[src/rtl/multdiv_ctrl.sv]
`timescale 1ns/1ps
// Sequencer for the iterative multiply/divide unit: decodes mul/div in execute, pulses a start,
// stalls the pipeline until the unit answers or times out, then issues a one-cycle writeback.
module multdiv_ctrl #(
    parameter int unsigned TIMEOUT     = 40,
    parameter int unsigned RSTATUS_REG = 30,
    parameter int unsigned MUL_STATUS  = 4,
    parameter int unsigned DIV_STATUS  = 5
) (
    input  logic        clock,
    input  logic        reset,
    input  logic        valid_in,
    input  logic [4:0]  opcode,
    input  logic [4:0]  ALUop,
    input  logic [4:0]  rd_in,
    input  logic        flush,
    input  logic [31:0] md_result,
    input  logic        md_exception,
    input  logic        md_ready,
    output logic        md_mult,
    output logic        md_div,
    output logic        stall,
    output logic        busy,
    output logic        wb_valid,
    output logic [4:0]  wb_rd,
    output logic [31:0] wb_data,
    output logic        wb_err,
    output logic [1:0]  state_dbg
);

    localparam logic [5:0]  LIMIT   = 6'(TIMEOUT - 1);
    localparam logic [4:0]  RS_IDX  = 5'(RSTATUS_REG);
    localparam logic [31:0] MUL_ST  = 32'(MUL_STATUS);
    localparam logic [31:0] DIV_ST  = 32'(DIV_STATUS);

    typedef enum logic [1:0] {IDLE, ISSUE, WAIT, DONE} state_t;

    state_t      state;
    logic        op_mul;
    logic [4:0]  rd;
    logic [5:0]  cnt;

    logic is_mul, is_div, start, finish, fin_err;

    assign is_mul = (opcode == 5'b00000) && (ALUop == 5'b00110);
    assign is_div = (opcode == 5'b00000) && (ALUop == 5'b00111);
    // Gated by reset so stall stays low while reset is held.
    assign start  = reset & valid_in & (is_mul | is_div) & ~flush & (state == IDLE);

    // md_ready takes priority over the timeout when both land in the same WAIT cycle.
    assign finish  = (state == WAIT) & ~flush & (md_ready | (cnt == LIMIT));
    assign fin_err = md_ready ? md_exception : 1'b1;

    assign md_mult   = (state == ISSUE) & op_mul  & ~flush;
    assign md_div    = (state == ISSUE) & ~op_mul & ~flush;
    assign stall     = start | (state == ISSUE) | (state == WAIT);
    assign busy      = (state != IDLE);
    assign state_dbg = state;

    always_ff @(posedge clock or negedge reset) begin
        if (!reset) begin
            state    <= IDLE;
            op_mul   <= 1'b0;
            rd       <= 5'd0;
            cnt      <= 6'd0;
            wb_valid <= 1'b0;
            wb_rd    <= 5'd0;
            wb_data  <= 32'd0;
            wb_err   <= 1'b0;
        end else begin
            wb_valid <= 1'b0;
            case (state)
                IDLE: begin
                    if (start) begin
                        op_mul <= is_mul;
                        rd     <= rd_in;
                        state  <= ISSUE;
                    end
                end
                ISSUE: begin
                    cnt   <= 6'd0;
                    state <= flush ? IDLE : WAIT;
                end
                WAIT: begin
                    if (flush) begin
                        state <= IDLE;
                    end else if (finish) begin
                        state    <= DONE;
                        wb_err   <= fin_err;
                        wb_rd    <= fin_err ? RS_IDX : rd;
                        wb_data  <= fin_err ? (op_mul ? MUL_ST : DIV_ST) : md_result;
                        // A successful write to r0 still passes through DONE, silently.
                        wb_valid <= fin_err | (rd != 5'd0);
                    end else begin
                        cnt <= cnt + 6'd1;
                    end
                end
                DONE: state <= IDLE;
                default: state <= IDLE;
            endcase
        end
    end

endmodule

[config.mk]
export PLATFORM = sky130hd
export DESIGN_NAME = multdiv_ctrl
export DESIGN_NICKNAME = d
export VERILOG_FILES = /design/src/rtl/multdiv_ctrl.sv
export SDC_FILE = /design/constraint.sdc
export NUM_CORES = 1
export LEC_CHECK = 0
export BUFFER_PORTS_ARGS = -buffer_cell sky130_fd_sc_hd__buf_4
export CAP_MARGIN = 15
export CORE_MARGIN = 3
export CORE_UTILIZATION = 50
export CTS_CLUSTER_SIZE = 20
export DETAILED_ROUTE_END_ITERATION = 10
export MAX_ROUTING_LAYER = met4
export PLACE_DENSITY = 0.9
export SYNTH_ARGS = -nofsm -noshare
export SYNTH_HDL_FRONTEND = slang
export SYNTH_SLANG_ARGS = --single-unit
[constraint.sdc]
create_clock -name clock -period 2.9 [get_ports clock]
set_input_delay 0.58 -clock clock [delete_from_list [all_inputs] [get_ports clock]]
set_output_delay 0.58 -clock clock [all_outputs]
set_load 0.02 [all_outputs]
==> key figures, run 1 <==
Logic synthesis
  – Cell count after synthesis: ~170
  – Post-synthesis cell type count: 32
  – Synth top area share: 61.0%
  – Sequential share of the synthesized area: 61.0%
  – Warnings, synthesis: 0
  – Mapped Area: 2180 um2
  – Top cells by area, synth: dfrtp_1 61%, a22o_1 12%, mux2i_1 3.2%, buf_6 2.6%, mux2_2 2.6%
  – Mean Syn Cell Area: ~13 um2
  – Syn_nets: roughly 220
  – Cell taking the most area after synthesis: dfrtp_1
  – Yosys reg bits: 53

Clock tree
  – H-tree depth: 2
  – Inserted Clock Buffers: 5
  – PostCTS Resize Cnt: 0
  – Worst-skew pair later-pin latency: 300 ps
  – Post-CTS setup buffers: 0
  – Max Buffers Root-to-Sink: 2
  – Root Driver: clkbuf_8
  – CTS tree: done
  – Hold_buf cts: 0
  – Clk slew on worst S/H paths: about 100 ps
  – TritonCTS Sinks: 53

Place
  – DP HPWL: around 3.7 mm
  – Global placement routability congestion: about 0.78
  – Port Buffers: between 90 and 100
  – Area after DPL: 2900 um2

Global route
  – Largest net degree at the start of global routing: 54
  – Total Routing Usage GR: between 20% and 30%
  – Initial antenna violation count: 0
  – Vias in the first global route: approximately 1800
  – GRT Residual Overflow: 0
  – First-pass GRT wire length: between 8 and 9 mm

Routing
  – Top Layer Used: met4
  – Met2 WL: roughly 2.7 mm
  – DR WL/cell: roughly 16 um
  – Drt drc: 0
  – Iter 0 DRT Violations: 90
  – DR vias: about 1700
  – Routed WL: 5.09 mm
  – M1 WL: about 2.0 mm
  – Met3 routed WL: approximately 310 um
  – Drt pass-1 iters: 4
  – Antenna viol nets, final: 0
  – Via/cell ratio: about 5.6

Setup path
  – CP peak stage delay: between 300 and 400 ps
  – CP max FO: 9
  – Critical path cell sequence: buf_4, nor4_1, a311oi_1, a21oi_1, buf_4
  – Worst Setup End Kind: output pin
  – Critical Path RT: between 2000 and 2500 ps
  – Worst R2R End: wb_data[11]
  – Crit Reg-Reg Startpoint: state_dbg[0]
  – Worst Path Arrival: 1570 ps
  – Crit path launch type: input port
  – Reg-to-reg slack, setup: 880 ps
  – Reg2reg path depth: 3
  – Critical-path top delay cell: nor4_1
  – Most common cell on crit path: buf_4
  – Setup Crit Path Kind: in -> out

Finish
  – Sequential Area: ~1300 um2
  – Most frequent cells in the layout: 99 x buf_4, 53 x dfrtp_1, 31 x a22o_1
  – Ant. Diodes: 0
  – Filler cells: 320
  – Final net count: 316
  – Final core utilization: between 70% and 80%
  – Most common cell after layout, fill and taps aside: buf_4
  – Layout cells sized above 1: between 40% and 50%
  – Finished Cell Area: ~3000 um2
  – Multi-input logic area: between 700 and 800 um2
  – Area Overhead vs Synth: 38.2%

Floorplanning
  – Die ar.: 5180 um2
  – Starting Density: 53.2%
  – I/O pins: 98
  – Core area: a little over 4000 um2
  – Placement Rows: 23
  – Die X: ~72 um
  – Chip height: just over 70 um

Flow run
  – Max cap viols: 0

STA
  – Max Clock Skew: between 9 and 10 ps
  – Crit path time final: between 2000 and 2500 ps
  – Final Slew Violations: 0
  – Unrepaired setup endpoints after global routing: no
  – Slew @ Worst Pin: around 760 ps
  – Achievable clock frequency: 466 MHz
  – Hold Vio Cnt, Final: 0
  – Crit share post-route: around three quarters
  – Max-slew headroom: around 49%
  – Final setup TNS: 0 ps
  – Final setup violation count: 0
  – Worst hold margin: 404 ps

Pwr
  – Worst-case vdd ir drop: 0.285 mV
  – Tot Pwr: 1.51 mW
  – Leak Pwr: 1.65 nW
  – Pwr/cell area: 503 nW/um2

Min path
  – HP Class: in -> async

Run status
  – Outcome: completed
logic make-up (layout without fill, tap and decap cells):
| group | Yosys count | after routing | share of synthesized area (%) |
|---|---|---|---|
| adder cells (fa/ha/maj) | 1 | 1 | 0.575 |
| AO/OA/AOI/OAI | 47 | 47 | 18.2 |
| buffers and inverters | 23 | 118 | 5.81 |
| AND/OR/NAND/NOR | 32 | 32 | 8.68 |
| flip-flops | 53 | 53 | 61.0 |
| multiplexers | 12 | 12 | 5.81 |
report_power, final:
group / switching, mW / internal [mW] / leakage [nW]
Sequential: 0.0317 / 0.780 / 0.682
Clock: 0.229 / 0.259 / 0.0554
Combinational: 0.0978 / 0.117 / 0.915
Total: 0.358 / 1.16 / 1.65
how the worst max path moves through the flow:
stage / from / slack (ps) / cells past startpoint / endpoint
after global placement: flush / 720 / 4 / wb_data[14]
after global routing: flush / 680 / 5 / stall
after CTS: flush / 770 / 5 / stall
after detailed placement: flush / 680 / 4 / wb_data[4]
after floorplan: flush / 810 / 4 / stall
final: flush / 750 / 5 / stall
layer usage:
metal	GRT usage, %	vias up
met5	-	-
met4	5.22	0
met3	4.85	2
met2	35.0	58
met1	25.0	871
li1	-	810
sequential cells by signal (all words and copies together) (netlist names):
register,count
wb_data,32
cnt,6
rd,5
wb_rd,5
state_dbg,2
op_mul,1
wb_err,1
wb_valid,1
per-stage QoR:
stage               setup slack [ps]  std cells
floorplan                        814        168
global placement                 723        305
detailed placement               676        305
CTS                              769        313
global route                     682        313
finish                           755        313
worst max-delay path: cells and delay by family:
| family | cells | cell delay (ps) |
|---|---|---|
| and+or+nand+nor | 1 | 390 |
| buffers and inverters | 2 | 300 |
| AOI/OAI and AO/OA | 2 | 300 |
synthesized netlist by cell type, drive strengths merged:
cell and instances:
a21o 1, clkbuf 5, a2bb2oi 5, o22a 1, nand2b 4, a311oi 1
a22o 31, nor2b 1, nand4b 1, nand4 2, nor4 1, nor3 3
dfrtp 53, ha 1, buf 7, mux2i 7, or4b 1, o311ai 1
nand3 2, a31oi 1, o2111ai 1, a21oi 3, and3 3, nand2 7
a311o 1, o21ai 1, mux2 5, nor2 3, nor4bb 3, nor4b 1
inv 11
area by class of cell:
| cell class | count | share of cell area (%) |
|---|---|---|
| inverters | 11 | 1.37 |
| well taps | 50 | 2.08 |
| clock inverters | 2 | 1.29 |
| repair buffers | 99 | 24.7 |
| multi-input cells | 92 | 24.0 |
| flip-flops and latches | 53 | 44.1 |
| clock buffers | 6 | 2.41 |
No activity file was read; power rests on OpenSTA's default activity.
==> inputs of run 2 (changes only) <==
- CORE_UTILIZATION: 50 -> 46
- PLACE_DENSITY: 0.9 -> 0.84
- clock period: 2.9 -> 2.1 ns (I/O delays scaled with it)
==> run 2 against run 1 <==
  * Via count grew 2.2%
  * Register-to-register slack lost 690 ps
  * Critical path type unchanged
  * Highest routed layer unchanged
  * Core utilization shrank 5.5 points
==> key figures, run 2 (synthesis gave the netlist of run 1 again) <==
Clock tree
  – Max Buffers Root-to-Sink: 2 (unchanged)
  – Clk slew on worst S/H paths: 90 ps (about the same)
  – Worst-skew pair later-pin latency: 300 ps (about the same)
  – Post-CTS setup buffers: 0 (unchanged)
  – PostCTS Resize Cnt: 0 (unchanged)
  – Hold_buf cts: 0 (unchanged)
  – H-tree depth: 2 (unchanged)
  – CTS tree: done
  – TritonCTS Sinks: 53 (unchanged)
  – Root Driver: clkbuf_8
  – Inserted Clock Buffers: 5 (unchanged)

Global route
  – First-pass GRT wire length: 8.18 mm (+0.43%)
  – Total Routing Usage GR: 19.8% (-0.88 points)
  – Largest net degree at the start of global routing: 54 (unchanged)
  – GRT Residual Overflow: 0 (unchanged)
  – Initial antenna violation count: 0 (unchanged)
  – Vias in the first global route: 1729 (-2.2%)

Routing
  – Routed WL: 5.10 mm (+0.16%)
  – DR vias: 1780 (+2.2%)
  – Drt drc: 0 (unchanged)
  – Iter 0 DRT Violations: 63 (-30%)
  – Via/cell ratio: 5.56 (about the same)
  – Drt pass-1 iters: 4 (unchanged)
  – Antenna viol nets, final: 0 (unchanged)
  – DR WL/cell: 15.9 um (-2.0%)

Pwr
  – Logic gate share of total power: 14.2% (about the same)
  – Clock power share: 32.5% (+0.3 points)
  – Worst-case vdd ir drop: 0.375 mV (+32%)
  – Pwr/cell area: 690 nW/um2 (+37%)
  – Switching power of the nets: 506 uW (+41%)
  – Leak Pwr: 1.68 nW (+1.6%)
  – Switching share of power: 24.0% (+0.38 points)
  – Int Power: 1.60 mW (+38%)
  – Sequential share of power: 53.2% (-0.4 points)

Setup path
  – Worst R2R End: wb_data[24]
  – Setup Crit Path Kind: in -> out
  – Worst Path Arrival: 1500 ps (-70 ps)
  – Reg-to-reg slack, setup: 190 ps (-690 ps)
  – Reg2reg path depth: 3 (unchanged)
  – Crit path launch type: input port
  – CP max FO: 9 (unchanged)
  – Crit Reg-Reg Startpoint: cnt[3]
  – Worst Setup End Kind: output pin
  – Critical Path RT: 1680 ps (-640 ps)

Finish
  – Layout cells sized above 1: 43.7% (+1.1 points)
  – Final std cells w/o fill: 320 (+2.2%)
  – Ant. Diodes: 0 (unchanged)
  – Area Overhead vs Synth: 40.1%
  – Largest reg by FF count: wb_data
  – Most frequent cells in the layout: 104 x buf_4, 53 x dfrtp_1, 31 x a22o_1
  – Max reg flops: 32 (unchanged)
  – Final net count: 321 (+1.6%)
  – Biggest regs: wb_data: 32 flops, cnt: 6 flops
  – Most common cell after layout, fill and taps aside: buf_4

Floorplanning
  – Die ar.: 5590 um2 (+8.0%)
  – Starting Density: 48.6% (-4.6 points)
  – I/O pins: 98 (unchanged)
  – Die X: 74.8 um (+3.9%)
  – Chip height: 74.8 um (+3.9%)
  – Placement Rows: 24 (+4.3%)
  – Core area: 4470 um2 (+9.5%)

STA
  – Achievable clock frequency: ~520 MHz
  – Slew @ Worst Pin: 724 ps (-39.7 ps)
  – Unrepaired setup endpoints after global routing: no
  – Final setup TNS: 0 ps (unchanged)
  – Crit share post-route: between 90% and 100%
  – Max-slew headroom: 51.7% (+2.6 points)
  – Max Clock Skew: 4.35 ps (-5.52 ps)
  – Final Slew Violations: 0 (unchanged)
  – Crit path time final: between 1500 and 2000 ps
  – Hold Vio Cnt, Final: 0 (unchanged)
  – Final setup violation count: 0 (unchanged)

Place
  – Port Buffers: 97 (unchanged)
  – DP HPWL: 3.80 mm (+2.6%)
  – DP Cell Count: 312 (+2.3%)
  – Global placement routability congestion: 0.777 (-0.15%)

Flow run
  – Max cap viols: 0 (unchanged)

Run status
  – Outcome: completed

Min path
  – HP Class: in -> async
run 2: power groups by stage:
stage,combinational (mW),sequential (mW),clock (mW)
floorplan,0.0813,1.18,0
global placement,0.294,1.14,0
detailed placement,0.305,1.14,0
CTS,0.304,1.12,0.703
global route,0.326,1.13,0.742
finish,0.299,1.12,0.685
run 2: final cells by class:
class	instances	area (um2)
Timing Repair Buffer	104	781
Sequential cell	53	1330
Inverter	11	41.3
Multi-Input combinational cell	92	723
Fill cell	352	1430
Tap cell	52	65.1
Clock buffer	6	72.6
Clock inverter	2	38.8
run 2: metal layers:
metal	up-vias	GRT usage (%)	wire, um
met5	-	-	0
met4	0	7.11	106
met3	11	4.27	320
met2	76	32.6	2550
met1	873	24.0	2120
li1	820	-	-
run 2: worst max-delay path by stage:
stage / from / to / slack (ps) / depth (start not counted)
2_1_floorplan: state_dbg[0] / wb_data[15] / 250 / 5
3_3_place_gp: flush / wb_data[22] / 100 / 4
3_5_place_dp: flush / wb_data[24] / 50 / 4
4_1_cts: flush / stall / 170 / 5
5_1_grt: flush / stall / 40 / 5
6_report: flush / stall / 180 / 5
run 2: stage by stage:
step           hold WS [ps]  setup WS (ps)  utilization [%]  instance area, um2  total power [mW]
2_1_floorplan           124            247                -                2180              1.26
3_3_place_gp            472            102             65.6                2940              1.43
3_5_place_dp            483           50.2             65.6                2940              1.44
4_1_cts                 252            173             68.1                3050              2.13
5_1_grt                 275           37.9             68.1                3050              2.20
6_report                226            178             68.1                3050              2.10
run 2: worst max-delay path: stages:
cell	delay (ps)
buf_4	140
nor4_1	470
a311oi_1	160
a21oi_1	150
buf_4	160
==> inputs of run 3 (changes only) <==
- CELL_PAD_IN_SITES_DETAIL_PLACEMENT: default -> 0
- CELL_PAD_IN_SITES_GLOBAL_PLACEMENT: default -> 1
- CORE_UTILIZATION: 46 -> 35
- GPL_TIMING_DRIVEN: default -> 0
==> run 3 against run 2 <==
  * Clock-buffer cell count fell by 1
  * Die area rose by 29%
  * Global-route usage fell by 4.7 points
==> key figures, run 3 (synthesis gave the netlist of run 1 again) <==
STA
  – Achievable clock frequency: 521 MHz (+0.13%)
  – Unrepaired setup endpoints after global routing: no
  – Hold Vio Cnt, Final: 0 (unchanged)
  – Final setup violation count: 0 (unchanged)
  – Max Clock Skew: 5.06 ps (+0.705 ps)
  – Slew @ Worst Pin: 659 ps (-65.2 ps)
  – Max-slew headroom: 55.4% (+3.7 points)
  – Final Slew Violations: 0 (unchanged)
  – Crit share post-route: 91.4% (-0.12 points)
  – Worst hold margin: 9.72 ps (-216 ps)
  – Crit path time final: 1920 ps (-2.52 ps)

Finish
  – Area Overhead vs Synth: 42.5%
  – Ant. Diodes: 0 (unchanged)
  – Largest reg by FF count: wb_data
  – Filler cells: 561 (+59%)
  – Layout cells sized above 1: 43.3% (-0.32 points)
  – Max reg flops: 32 (unchanged)
  – Most common cell after layout, fill and taps aside: buf_4
  – Finished Cell Area: 3100 um2 (+1.7%)
  – Final net count: 324 (+0.93%)
  – Final core utilization: 52.1% (-16 points)
  – Biggest regs: wb_data: 32 flops, cnt: 6 flops
  – Most frequent cells in the layout: 95 x buf_4, 53 x dfrtp_1, 31 x a22o_1

Clock tree
  – Inserted Clock Buffers: 5 (unchanged)
  – Max Buffers Root-to-Sink: 2 (unchanged)
  – Worst-skew pair later-pin latency: 290 ps (about the same)
  – CTS tree: done
  – Root Driver: clkbuf_8
  – Post-CTS setup buffers: 0 (unchanged)
  – TritonCTS Sinks: 53 (unchanged)
  – Clk slew on worst S/H paths: 90 ps (about the same)
  – H-tree depth: 2 (unchanged)

Pwr
  – Worst-case vdd ir drop: 0.308 mV (-18%)
  – Pwr/cell area: 664 nW/um2 (-3.8%)
  – Leak Pwr: 1.68 nW (+0.38%)

Min path
  – HP Class: in -> async

Flow run
  – Max cap viols: 0 (unchanged)

Place
  – DP HPWL: 3.79 mm (-0.39%)
  – Area after DPL: 2990 um2 (+1.8%)
  – Port Buffers: 96 (-1.0%)
  – Global placement routability congestion: 0.766 (-1.3%)

Setup path
  – CP peak stage delay: 320 ps (-150 ps)
  – Critical-path top delay cell: nor4bb_1
  – CP max FO: 54 (+45)
  – Crit path launch type: input port
  – Setup Crit Path Kind: in -> out
  – Critical Path RT: 1680 ps (about the same)
  – Worst Setup End Kind: output pin
  – Critical path cell sequence: buf_8, nor4bb_1, a311oi_1, a21oi_1, buf_4
  – Top Family by Delay on Critical Path: buffers and inverters
  – Worst Path Arrival: 1500 ps (about the same)
  – Critical path buffers and inverters: 2 (unchanged)

Routing
  – DR vias: 1716 (-3.6%)
  – Via/cell ratio: 4.97 (-11%)
  – DR WL/cell: 14.6 um (-8.1%)
  – Iter 0 DRT Violations: 43 (-32%)
  – Drt pass-1 iters: 4 (unchanged)
  – Routed WL: 5.05 mm (-0.90%)
  – Drt drc: 0 (unchanged)
  – Antenna viol nets, final: 0 (unchanged)

Global route
  – Largest net degree at the start of global routing: 55 (+1.9%)
  – Total Routing Usage GR: 15.1% (-4.7 points)
  – GRT Residual Overflow: 0 (unchanged)
  – Initial antenna violation count: 0 (unchanged)
  – Vias in the first global route: 1748 (+1.1%)
  – First-pass GRT wire length: 8.40 mm (+2.7%)

Floorplanning
  – Starting Density: 36.5% (-12 points)
  – Core area: 5960 um2 (+33%)
  – Die X: 84.8 um (+13%)
  – Chip height: 84.8 um (+13%)
  – Die ar.: 7200 um2 (+29%)
  – I/O pins: 98 (unchanged)
  – Placement Rows: 28 (+17%)

Run status
  – Outcome: completed
## run 3: cell count changes in the layout (fill, tap and decap cells not counted)
cell | previous run | this run
buf_4 | 104 | 95
buf_6 | 0 | 5
clkbuf_1 | 1 | 4
buf_2 | 0 | 2
buf_8 | 0 | 1
clkinv_2 | 0 | 1
clkinv_4 | 1 | 0
nand2b_1 | 4 | 3
nand2b_2 | 0 | 1
## run 3: where the power goes
part	internal [mW]	leakage, nW	switching (mW)	total [mW]
sequential	1.08	0.682	0.0426	1.12
clock	0.346	0.0540	0.297	0.643
combinational	0.163	0.949	0.134	0.297
## run 3: per-layer routing
metal  GRT usage [%]  vias to the layer above  routed length, um
li1                -                      826                  -
met1            19.1                      818               2240
met2            23.9                       65               2390
met3            3.20                        7                351
met4            5.61                        0                 63
met5               -                        -                  0
## run 3: stage by stage
stage | cells | setup WS, ps | total power, mW | TNS (ps)
2_1_floorplan | 168 | 247 | 1.26 | 0
3_3_place_gp | 339 | -254 | 1.43 | -1460
3_5_place_dp | 339 | -228 | 1.44 | -1270
4_1_cts | 346 | 55.6 | 2.09 | 0
5_1_grt | 345 | 45.2 | 2.18 | 0
6_report | 345 | 180 | 2.06 | 0
## run 3: area by class of cell
cell class              instances  area [um2]  area share, %
inverters                      11        41.3           1.33
clock inverters                 2        35.0           1.13
multi-input cells              92         726           23.4
plain buffers                  11        81.3           2.62
well taps                      75        93.8           3.03
repair buffers                 96         728           23.5
flip-flops and latches         53        1330           42.8
clock buffers                   5        68.8           2.22
## run 3: repair_timing
action / CTS / global route
resized for setup: 1 / 3
endpoints found under the setup margin: 1 / 3
endpoints found under the hold margin: 0 / 0
hold buffers: 0 / 0
## run 3: path summary, 6_finish.rpt
check	from	end	slack, ps	cells after the start
setup / recovery	reset	stall	180	5
hold / removal	reset	cnt[1]	10	1
setup reg to reg	state_dbg[0]	wb_data[4]	240	5
hold reg to reg	cnt[5]	cnt[5]	490	1
max in group asynchronous	reset	wb_data[9]	1770	1
min in group clock	ALUop[0]	op_mul	280	2
